<file path="src/rtl/rsa_pkg.sv">
// Shared RSA datapath definitions.
// Word size defaults and sampler FSM state encoding.
package rsa_pkg;

  localparam int RSA_WORD_WIDTH = 512;
  localparam int RSA_DECIMATE   = 512;

  typedef enum logic [1:0] {
    ST_IDLE = 2'd0,
    ST_WAIT = 2'd1,
    ST_HOLD = 2'd2
  } samp_state_t;

endpackage

</file>
<file path="src/rtl/rand_candidate_sampler.sv">
// Samples a decimated LFSR word, health-checks it and
// conditions it into an RSA prime candidate.
module rand_candidate_sampler
  import rsa_pkg::*;
#(
  parameter int WORD_WIDTH = RSA_WORD_WIDTH,
  parameter int DECIMATE   = RSA_DECIMATE
) (
  input  logic                  clk,
  input  logic                  rst,
  input  logic [WORD_WIDTH-1:0] rand_in,
  input  logic                  start,
  input  logic                  cont,
  output logic [WORD_WIDTH-1:0] cand,
  output logic                  cand_valid,
  input  logic                  cand_ready,
  output logic                  busy,
  output logic                  fault,
  output logic [31:0]           sample_cnt
);

  localparam int CW = $clog2(DECIMATE + 1);
  localparam logic [CW-1:0] LOAD = CW'(DECIMATE);
  localparam logic [CW-1:0] ONE  = CW'(1);

  // Top two bits give full modulus length, bit 0 makes it odd.
  localparam logic [WORD_WIDTH-1:0] FORCE =
    {2'b11, {(WORD_WIDTH-3){1'b0}}, 1'b1};

  samp_state_t           state;
  logic [CW-1:0]         cnt;
  logic                  cont_q;
  logic [WORD_WIDTH-1:0] prev_raw;

  logic accept;
  logic cap;
  logic bad;
  logic hs;

  assign accept = (state == ST_IDLE) && start && !fault;
  assign cap    = (state == ST_WAIT) && (cnt == ONE);
  assign bad    = (rand_in == prev_raw) || (rand_in == '0);
  assign hs     = (state == ST_HOLD) && cand_valid && cand_ready;
  assign busy   = (state != ST_IDLE);

  // Sequencing: idle -> decimation wait -> hold until consumed.
  always_ff @(posedge clk or posedge rst) begin
    if (rst) begin
      state  <= ST_IDLE;
      cnt    <= '0;
      cont_q <= 1'b0;
    end else begin
      unique case (state)
        ST_IDLE: begin
          if (accept) begin
            cnt    <= LOAD;
            cont_q <= cont;
            state  <= ST_WAIT;
          end
        end
        ST_WAIT: begin
          if (cap) begin
            cnt   <= '0;
            state <= bad ? ST_IDLE : ST_HOLD;
          end else begin
            cnt <= cnt - ONE;
          end
        end
        ST_HOLD: begin
          if (hs) begin
            if (cont_q) begin
              cnt   <= LOAD;
              state <= ST_WAIT;
            end else begin
              state <= ST_IDLE;
            end
          end
        end
        default: state <= ST_IDLE;
      endcase
    end
  end

  // Capture path: health check, conditioning and sticky fault.
  always_ff @(posedge clk or posedge rst) begin
    if (rst) begin
      prev_raw   <= '0;
      cand       <= '0;
      cand_valid <= 1'b0;
      fault      <= 1'b0;
    end else begin
      if (cap) begin
        prev_raw <= rand_in;
        if (bad) begin
          fault <= 1'b1;
        end else begin
          cand       <= rand_in | FORCE;
          cand_valid <= 1'b1;
        end
      end else if (hs) begin
        cand_valid <= 1'b0;
      end
    end
  end

  // Completed handshakes, wrapping at 2^32.
  always_ff @(posedge clk or posedge rst) begin
    if (rst) begin
      sample_cnt <= '0;
    end else if (hs) begin
      sample_cnt <= sample_cnt + 32'd1;
    end
  end

endmodule

</file>
<file path="config.mk">
export PLATFORM = sky130hd
export DESIGN_NAME = rand_candidate_sampler
export DESIGN_NICKNAME = d
export VERILOG_FILES = /design/src/rtl/rsa_pkg.sv /design/src/rtl/rand_candidate_sampler.sv
export SDC_FILE = /design/constraint.sdc
export NUM_CORES = 2
export LEC_CHECK = 0
export BUFFER_PORTS_ARGS = -buffer_cell sky130_fd_sc_hd__clkbuf_2
export CORE_AREA = 2 2 411 413
export CTS_CLUSTER_DIAMETER = 100
export CTS_CLUSTER_SIZE = 12
export DETAILED_ROUTE_END_ITERATION = 6
export DIE_AREA = 0 0 413 415
export GPL_TIMING_DRIVEN = 0
export PLACE_DENSITY = 0.45
export SYNTH_ARGS = -nofsm -noshare
export SYNTH_HDL_FRONTEND = slang
export SYNTH_SLANG_ARGS = --single-unit
</file>
<file path="constraint.sdc">
create_clock -name clk -period 49.6 [get_ports clk]
set_input_delay 7.44 -clock clk [delete_from_list [all_inputs] [get_ports clk]]
set_output_delay 7.44 -clock clk [all_outputs]
set_load 0.01 [all_outputs]
</file>
==> results.json <==
{
  "status": "complete, but fails checks",
  "violations": "max-capacitance violations",
  "num_vias": 37564,
  "power_switching_w": 0.00149,
  "ios": 1064,
  "grt_pass1_wl_mm": 320,
  "tns_ps": 0,
  "end_kind": "flop",
  "clk_pin_slew_ps": 60,
  "hpwlAfterDp_mm": 199,
  "p_int_w": 0.00220,
  "fp.dieH_microns": 415,
  "grt_use_total_pct": 27.5,
  "viasPerCell": 4.88,
  "worstPathMaxFanout": 10,
  "start_util_pct": 28.0,
  "setup_viol": 0,
  "fin_worst_skew_ps": 46.8,
  "maxSlewViolCount": 0,
  "placedInstanceArea_sq_um": 55100,
  "synth_cells": 4299,
  "die_x_microns": 413,
  "synth_seq_area_share_pct": 57.3,
  "route.detailed.drc": 0,
  "dr_wl_met3_mm": 14.1,
  "portBuffers": 1063,
  "cts_buffers": 100,
  "wl_met2_mm": 117,
  "max_freq_ghz": 0.0847,
  "detail_route.iter0.violations": 3066,
  "required_ps": 50230,
  "coreArea_sq_um": 167000,
  "top_layer": "met5",
  "tightest_slew_ps": 1480,
  "arrival_ps": 12430,
  "max-vdd-ir-drop_mv": 0.0308,
  "drive_above_1_share_pct": 23.5,
  "firstDrtPassIters": 5,
  "ctsResizeCount": 0,
  "grt_pass1_vias": 36420,
  "dp_slack_ps": 37250,
  "overflow": 0,
  "wirelength_mm": 240,
  "clk_latency_ps": 770,
  "p_leak_nw": 26.3,
  "clkPwrFrac_pct": 19.7,
  "slew_headroom_pct": 0.118,
  "hold_class": "reg -> reg",
  "cts_hold_buf": 0,
  "startpoint_type": "primary input",
  "hold_violations": 0,
  "row_count": 150,
  "final_area_sq_um": 57800,
  "cts_tree": "yes",
  "period_needed_ps": 11800,
  "ys_ff_latch": 1069,
  "final_nets": 5995,
  "syn_to_final_growth_pct": 23.8,
  "worst_slack_ps": 37800,
  "grt_max_degree": 121,
  "clockRootBuffer": "clkbuf_16",
  "drt-met1-wl_mm": 101,
  "crit_type": "in -> reg",
  "synth_nets": 4819,
  "clkSinkCount": 1069,
  "synth_cell_types": 41,
  "synth-edff-count": 0,
  "period_share_pct": 23.8,
  "h-tree-depth": 3,
  "fill_cells": 17134,
  "synth_ff_type": "dfrtp_1",
  "clk_path_buf_depth": 3,
  "grt_antenna_before_repair": 35,
  "netlist_area_sq_um": 46700,
  "synth_area_per_cell_sq_um": 10.9,
  "post-route-util_pct": 34.7,
  "maxCapViolCount": 1,
  "swShare_pct": 40.3,
  "ant_nets": 0,
  "postCtsSetupRepairBufs": 0,
  "wire_per_inst_microns": 31.2,
  "synthArstFlopShare_pct": 100,
  "power_frac_comb_pct": 38.0,
  "p_seq_share_pct": 42.3,
  "dieArea_sq_um": 171000,
  "gp_congestion": 0.923,
  "rsz0062_at_grt": "no",
  "p_per_area_nw_per_um2": 63.9,
  "yosysWarnings": 0
}
==> cell usage after synthesis, types with 2 or more instances <==
| library cell | n | area [sq um] |
|---|---|---|
| a21oi_1 | 3 | 15.0 |
| and2_1 | 2 | 12.5 |
| and3_1 | 2 | 12.5 |
| and4_1 | 2 | 17.5 |
| buf_2 | 8 | 40.0 |
| buf_4 | 50 | 375 |
| clkbuf_1 | 118 | 443 |
| dfrtp_1 | 1069 | 26800 |
| ha_1 | 3 | 37.5 |
| inv_1 | 8 | 30.0 |
| mux2_1 | 477 | 5370 |
| mux2_2 | 34 | 383 |
| nand2_1 | 1554 | 5830 |
| nand3_1 | 16 | 80.1 |
| nand4_1 | 177 | 1110 |
| nor2_1 | 17 | 63.8 |
| nor3_1 | 7 | 35.0 |
| nor4_1 | 170 | 1060 |
| o21ai_0 | 14 | 70.1 |
| o31ai_1 | 3 | 22.5 |
| or2_2 | 2 | 12.5 |
| or3_1 | 3 | 18.8 |
| xnor2_1 | 533 | 4670 |
| xor2_1 | 10 | 87.6 |
==> per-layer routing <==
metal  up-vias  track usage, %
met5         -               0
met4         6            8.62
met3       254            4.80
met2      1397            46.4
met1     19324            35.5
li1      16583               -
==> flip-flops by register name, summed over array words and instances (netlist names) <==
name        cells
state           2
cand          510
cont_q          1
prev_raw      512
fault           1
cand_valid      1
sample_cnt     32
cnt            10
==> worst paths after layout <==
| path | start | endpoint | slack, ps | cells after the start |
|---|---|---|---|---|
| setup reg to reg | cnt[3] | cand[67] | 44720 | 9 |
| max in group asynchronous | rst | cand[278] | 40550 | 6 |
| setup / recovery | rand_in[248] | cand[198] | 37800 | 10 |
| hold / removal | cand[356] | cand[356] | 480 | 1 |
| min in group asynchronous | rst | cand[423] | 6620 | 2 |
| hold reg to reg | cand[356] | cand[356] | 480 | 1 |
==> worst max-delay path: stages <==
cell	delay (ps)
clkbuf_2	170
nor4_1	1240
nand4_1	380
nor4_1	1040
nand4_1	370
nor2_1	300
a311oi_2	200
buf_2	530
buf_4	350
mux2_1	340
==> logic make-up after synthesis <==
logic type / synth area share (%)
and+or+nand+nor: 17.8
DFF: 57.3
xor gates and xnor gates: 10.2
muxes: 12.3
buffers and inverters: 1.90
AOI/OAI and AO/OA: 0.399
adders and majority gates: 0.0804
==> power by group through the flow <==
stage / Sequential (W) / Combinational (W) / Clock [W]
floorplan: 0.00164 / 0.000587 / 0
CTS: 0.00156 / 0.00142 / 0.000752
detailed placement: 0.00157 / 0.00141 / 0
global route: 0.00161 / 0.00150 / 0.000781
global placement: 0.00157 / 0.00140 / 0
finish: 0.00156 / 0.00140 / 0.000730
==> cell type report <==
type,instances,area (sq um),area share (%)
Sequential cell,1069,26800,46.3
Multi-Input combinational cell,3046,19100,33.0
Timing Repair Buffer,1074,5610,9.70
Tap cell,2204,2760,4.77
Clock buffer,103,2540,4.40
Buffer,176,858,1.48
Clock inverter,10,158,0.273
Inverter,8,37.5,0.0649
Antenna cell,13,32.5,0.0563
==> placed cells by master (no fill, tap or decap), types with 3 or more instances in the layout <==
cell type,Yosys,routed
a21oi_1,3,3
buf_16,0,10
buf_2,8,8
buf_4,50,50
clkbuf_1,118,119
clkbuf_16,0,101
clkbuf_2,0,1063
dfrtp_1,1069,1069
diode_2,0,13
ha_1,3,3
inv_1,8,7
mux2_1,477,477
mux2_2,34,34
nand2_1,1554,1554
nand3_1,16,16
nand4_1,177,177
nor2_1,17,17
nor3_1,7,6
nor4_1,170,169
o21ai_0,14,14
o31ai_1,3,3
or3_1,3,3
xnor2_1,533,533
xor2_1,10,10
==> stage by stage <==
| stage | cells | total power, W | hold slack [ps] |
|---|---|---|---|
| after detailed placement | 7577 | 0.00299 | 474 |
| after CTS | 7690 | 0.00373 | 487 |
| after floorplan | 4299 | 0.00223 | 462 |
| final | 7703 | 0.00369 | 483 |
| after global routing | 7693 | 0.00390 | 491 |
| after global placement | 7566 | 0.00297 | 456 |
No activity file was read; power rests on OpenSTA's default activity.
